--- config.mk ---
export PLATFORM = sky130hd
export DESIGN_NAME = fetch_queue
export DESIGN_NICKNAME = d
export VERILOG_FILES = /design/src/rtl/fetch_queue.sv
export SDC_FILE = /design/constraint.sdc
export NUM_CORES = 1
export LEC_CHECK = 0
export BUFFER_PORTS_ARGS = -buffer_cell sky130_fd_sc_hd__buf_4
export CORE_UTILIZATION = 50
export DETAILED_ROUTE_END_ITERATION = 6
export GPL_ROUTABILITY_DRIVEN = 0
export PLACE_DENSITY = 0.82
export SYNTH_ARGS = -nofsm -noshare
export SYNTH_HDL_FRONTEND = slang
export SYNTH_SLANG_ARGS = --single-unit
export TNS_END_PERCENT = 5
--- constraint.sdc ---
create_clock -name clk -period 10.2 [get_ports clk]
set_clock_uncertainty 0.2 [all_clocks]
set_input_delay 1.53 -clock clk [delete_from_list [all_inputs] [get_ports clk]]
set_output_delay 1.53 -clock clk [all_outputs]
set_load 0.01 [all_outputs]
--- src/rtl/fetch_queue.sv ---
// Instruction fetch stage: sequential ROM fetch, small PC-tagged FIFO toward decode, redirect flush.
// Optional FETCH_QUEUE_BYPASS_EN forwards a response straight to decode when the FIFO is empty.
//
// state    | meaning
// ST_RUN   | normal fetch; responses are written into the FIFO
// ST_FLUSH | cycle after a redirect; any arriving response is killed
module fetch_queue #(
  parameter int                ADDR_W   = 20,
  parameter int                DATA_W   = 20,
  parameter int                DEPTH    = 4,
  parameter logic [ADDR_W-1:0] RESET_PC = '0
) (
  input  logic                       clk,
  input  logic                       rst_n,
  output logic [ADDR_W-1:0]          rom_addr,
  output logic                       rom_req,
  input  logic [DATA_W-1:0]          rom_data,
  input  logic                       redirect,
  input  logic [ADDR_W-1:0]          redirect_pc,
  output logic [DATA_W-1:0]          instr_out,
  output logic [ADDR_W-1:0]          instr_pc,
  output logic                       instr_valid,
  input  logic                       instr_ready,
  output logic [$clog2(DEPTH):0]     fifo_count
);

  localparam int PW = $clog2(DEPTH);
  localparam int CW = PW + 1;
  localparam logic [CW:0]   DEPTH_OCC = (CW+1)'(DEPTH);
  localparam logic [CW-1:0] DEPTH_CNT = CW'(DEPTH);

  localparam logic [0:0] ST_RUN   = 1'b0;
  localparam logic [0:0] ST_FLUSH = 1'b1;

  logic [0:0]        state;
  logic [ADDR_W-1:0] fetch_pc;
  logic [ADDR_W-1:0] inflight_pc;
  logic              inflight;

  logic [DATA_W-1:0] mem_data [DEPTH];
  logic [ADDR_W-1:0] mem_pc   [DEPTH];
  logic [PW-1:0]     rd_ptr;
  logic [PW-1:0]     wr_ptr;
  logic [CW-1:0]     count;

  logic [CW:0]       occupancy;
  logic              issue;
  logic              resp_ok;
  logic              fifo_empty;
  logic              pop;
  logic              push;
  logic              bypass_take;

  // Issue is conservative: a same-cycle pop never frees a slot for this cycle's request.
  assign occupancy  = {1'b0, count} + {{CW{1'b0}}, inflight};
  assign issue      = rst_n & ~redirect & (occupancy < DEPTH_OCC);
  assign rom_req    = issue;
  assign rom_addr   = fetch_pc;
  assign fifo_count = count;
  assign fifo_empty = (count == '0);

  assign resp_ok = rst_n & inflight & ~redirect & (state != ST_FLUSH);
  assign pop     = ~fifo_empty & instr_ready;

`ifdef FETCH_QUEUE_BYPASS_EN
  assign bypass_take = resp_ok & fifo_empty & instr_ready;
  assign instr_valid = ~fifo_empty | resp_ok;
  assign instr_out   = fifo_empty ? rom_data    : mem_data[rd_ptr];
  assign instr_pc    = fifo_empty ? inflight_pc : mem_pc[rd_ptr];
`else
  assign bypass_take = 1'b0;
  assign instr_valid = ~fifo_empty;
  assign instr_out   = mem_data[rd_ptr];
  assign instr_pc    = mem_pc[rd_ptr];
`endif

  assign push = resp_ok & ~bypass_take;

  always_ff @(posedge clk) begin
    if (!rst_n) begin
      state       <= ST_RUN;
      fetch_pc    <= RESET_PC;
      inflight    <= 1'b0;
      inflight_pc <= RESET_PC;
      rd_ptr      <= '0;
      wr_ptr      <= '0;
      count       <= '0;
      for (int i = 0; i < DEPTH; i++) begin
        mem_data[i] <= '0;
        mem_pc[i]   <= '0;
      end
    end else begin
      state    <= redirect ? ST_FLUSH : ST_RUN;
      inflight <= issue;
      if (issue) begin
        inflight_pc <= fetch_pc;
        fetch_pc    <= fetch_pc + 1'b1;
      end
      if (redirect) begin
        fetch_pc <= redirect_pc;
        rd_ptr   <= '0;
        wr_ptr   <= '0;
        count    <= '0;
      end else begin
        if (push) begin
          mem_data[wr_ptr] <= rom_data;
          mem_pc[wr_ptr]   <= inflight_pc;
          wr_ptr           <= wr_ptr + 1'b1;
        end
        if (pop)
          rd_ptr <= rd_ptr + 1'b1;
        count <= count + {{(CW-1){1'b0}}, push} - {{(CW-1){1'b0}}, pop};
      end
    end
  end

  always @(posedge clk) begin
    if (rst_n && !redirect)
      assert (!(push && count == DEPTH_CNT))
        else $error("fetch_queue: push into full FIFO");
  end

endmodule
==> metrics.txt <==
run status=complete, but fails checks; violations in the final reports=design-rule violations; post-synthesis net count=743; most frequently used flop master after synthesis=edfxtp_1; data arrival time of the critical path=3630 ps; buffers inserted by post-CTS timing repair=0; number of diodes added for antenna fixing=0; WHS=298.8 ps; period utilization=52.52%; worst path buffer plus inverter count=3; critical-path cell with the highest stage delay=a22oi_2; count of input and output buffers=108; CTS tree=built; Clock Path Buffers=3; core footprint=18090 um2; power density over the cells=166.9 nW/um2; boundary pin count=109; smallest setup slack after layout=4843 ps; mean instance size in the synthesized netlist=13.40 um2; most frequent cells in the layout=160 x edfxtp_1, 123 x and2_1, 115 x buf_4, 61 x nand2_1, 49 x dfxtp_1; clock share of power=40.3%; cell count after synthesis=694; leading cell type in the layout, fill and taps excluded=edfxtp_1; Area Overhead vs Synth=17.95%; worst slew slack as a fraction of its limit=23.86%; leakage power of the design=4.203 nW; placed wire-length estimate after detailed placement=12.09 mm; Synthesis Warnings=0; total gr overflow=0; share of total power in sequential cells=53.5%; top cell family by delay on the critical path=buffers and inverters; hold violation total from the final report=0; CTS Hold Bufs=0; setup slack at placement=4830 ps; Worst Setup End Kind=output port; CP Cell Sequence=buf_4, and4b_1, a22oi_2, inv_2, buf_4; post-layout minimum cycle time=5357 ps; share of layout cells above drive strength 1=25.44%; total negative setup slack=0 ps; sequential area share after synthesis=62.66%; Final #Nets=832; crit path launch type=input pin; largest net degree at the start of global routing=44; height of the chip=138.4 um; wirelength, routed=20.02 mm; switching power of the nets=395.2 uW; cell occurring most often along the worst timing path=buf_4; post-cts resize count=0; Int Pwr=1.435 mW; maximum fanout along the worst path=27; number of antenna violations at the first check in global routing=0; number of distinct library cell variants in the gate-level netlist after synthesis=60; beginning of the critical path=redirect; number of core rows=49; Max Slew Vio Count=0; RSZ-0062 raised after global routing=no; number of H-tree levels=1; root buffer cell=clkbuf_16; max-capacitance violation count=0; count of unresolved DRC violations after routing=10; share of synthesized flip-flops with an asynchronous set or reset=0%; IR Drop Worst-Case VDD=0.1127 mV; post-DR vias/cell=5.859; CTS Sinks=211; WP data required=8470 ps; max incr delay on CP=880 ps; EDFF count, synth=160; latest clock arrival within the worst-skew pair=490 ps; length of the first detailed-routing pass in iterations=7; width of the chip=138.4 um; endpoints failing setup=0; die footprint=19140 um2; worst setup path class=input pin to output port; Worst-Margin Slew=1142 ps; class of the worst hold path=flop to flop; number of global-route vias before repair=5946; post-route antenna net violation count=0; combined area of all synthesized cells=9296 um2; routed length per instance=19.50 um; Worst-path clk slew=60 ps; drt initial violations=585; overall fraction of global-route tracks in use=21.12%; achievable clock frequency=0.1867 GHz; startpoint of the lowest-slack hold path=inflight_pc[2]; starting density of the core=51.40%; first-pass GRT wire length=31.90 mm; vias=6017; post-synthesis sequential element count=211; switching portion of total power=21.59%; TritonCTS Buffers=22; share of power burned in combinational logic=6.2%; r2r startpoint=inflight
final timing paths:
| kind | endpoint | slack, ps | cells past startpoint |
|---|---|---|---|
| hold reg to reg | inflight_pc[2] | 300 | 2 |
| setup reg to reg | mem_pc[1][0] | 6510 | 6 |
| hold / removal | inflight_pc[2] | 300 | 2 |
| setup / recovery | rom_req | 4840 | 5 |
power groups by stage:
stage	registers, mW	logic, mW	clock network [mW]
4_1_cts	0.979	0.114	0.745
2_1_floorplan	0.990	0.0584	0
5_1_grt	0.983	0.123	0.781
3_3_place_gp	0.995	0.112	0
6_report	0.979	0.113	0.737
3_5_place_dp	0.997	0.114	0
cells by family after synthesis:
kind of cell	synth area share, %
AOI/OAI and AO/OA	5.101
DFF	62.66
adders and majority gates	0.7537
and+or+nand+nor	18.64
xor gates and xnor gates	0.4711
muxes	9.798
buffers and inverters	2.571
tightest hold or removal path, cell delays in order (launching register included):
cell,delay [ps]
dfxtp_1,330
nand2_1,70
a21oi_1,50
area by class of cell:
| class | count | area [um2] |
|---|---|---|
| clock buffers | 32 | 630.6 |
| clock inverters | 7 | 31.28 |
| fillers | 1353 | 7121 |
| inverters | 11 | 41.29 |
| multi-input cells | 422 | 3284 |
| flip-flops and latches | 211 | 5828 |
| well taps | 229 | 286.5 |
| repair buffers | 115 | 863.3 |
metal layers:
layer | GRT usage (%) | routed length, um | up-vias
li1 | - | - | 2767
met1 | 29.68 | 8603 | 2960
met2 | 34.57 | 9622 | 257
met3 | 3.083 | 1441 | 33
met4 | 5.795 | 355 | 0
met5 | 0 | 0 | -
stage by stage:
| stage | cell area, um2 | power (mW) | std cells | utilization (%) |
|---|---|---|---|---|
| 3_3_place_gp | 10300 | 1.107 | 988 | 56.97 |
| 3_5_place_dp | 10300 | 1.111 | 988 | 56.97 |
| 6_report | 10970 | 1.830 | 1027 | 60.63 |
| 2_1_floorplan | 9296 | 1.049 | 694 | - |
| 4_1_cts | 10970 | 1.839 | 1027 | 60.63 |
| 5_1_grt | 10970 | 1.887 | 1027 | 60.63 |
synth_stat cells (2+ instances only):
master,number,area (um2)
mux4_2,40,900.9
xor2_1,2,17.52
o311ai_0,4,35.03
nand4_1,6,37.54
nand2b_1,3,18.77
or4_1,4,30.03
nor4_1,3,18.77
and2_1,123,769.5
xnor2_1,3,26.28
o31a_1,2,17.52
nor2_1,13,48.80
a21oi_1,23,115.1
and4_1,3,26.28
buf_2,5,25.02
or4_2,2,17.52
dfxtp_1,51,1021
and4b_1,2,20.02
a211oi_1,2,15.01
o21ai_0,11,55.05
a31oi_1,11,68.82
ha_1,4,50.05
nand2_1,62,232.7
o31ai_1,3,22.52
nor2b_1,5,31.28
a311oi_1,3,26.28
clkbuf_1,44,165.2
or3_1,3,18.77
and3_1,43,269.0
a311o_1,2,20.02
inv_1,9,33.78
nand3_1,9,45.04
nor3_1,7,35.03
edfxtp_1,160,4805
registers in the layout, summed over array words and instances, names as in the netlist, named ones only:
register,flops
mem_data,80
inflight,1
rom_addr,20
inflight_pc,20
fifo_count,3
rd_ptr,2
wr_ptr,2
mem_pc,80
state,1
(Power assumes the default switching activity.)
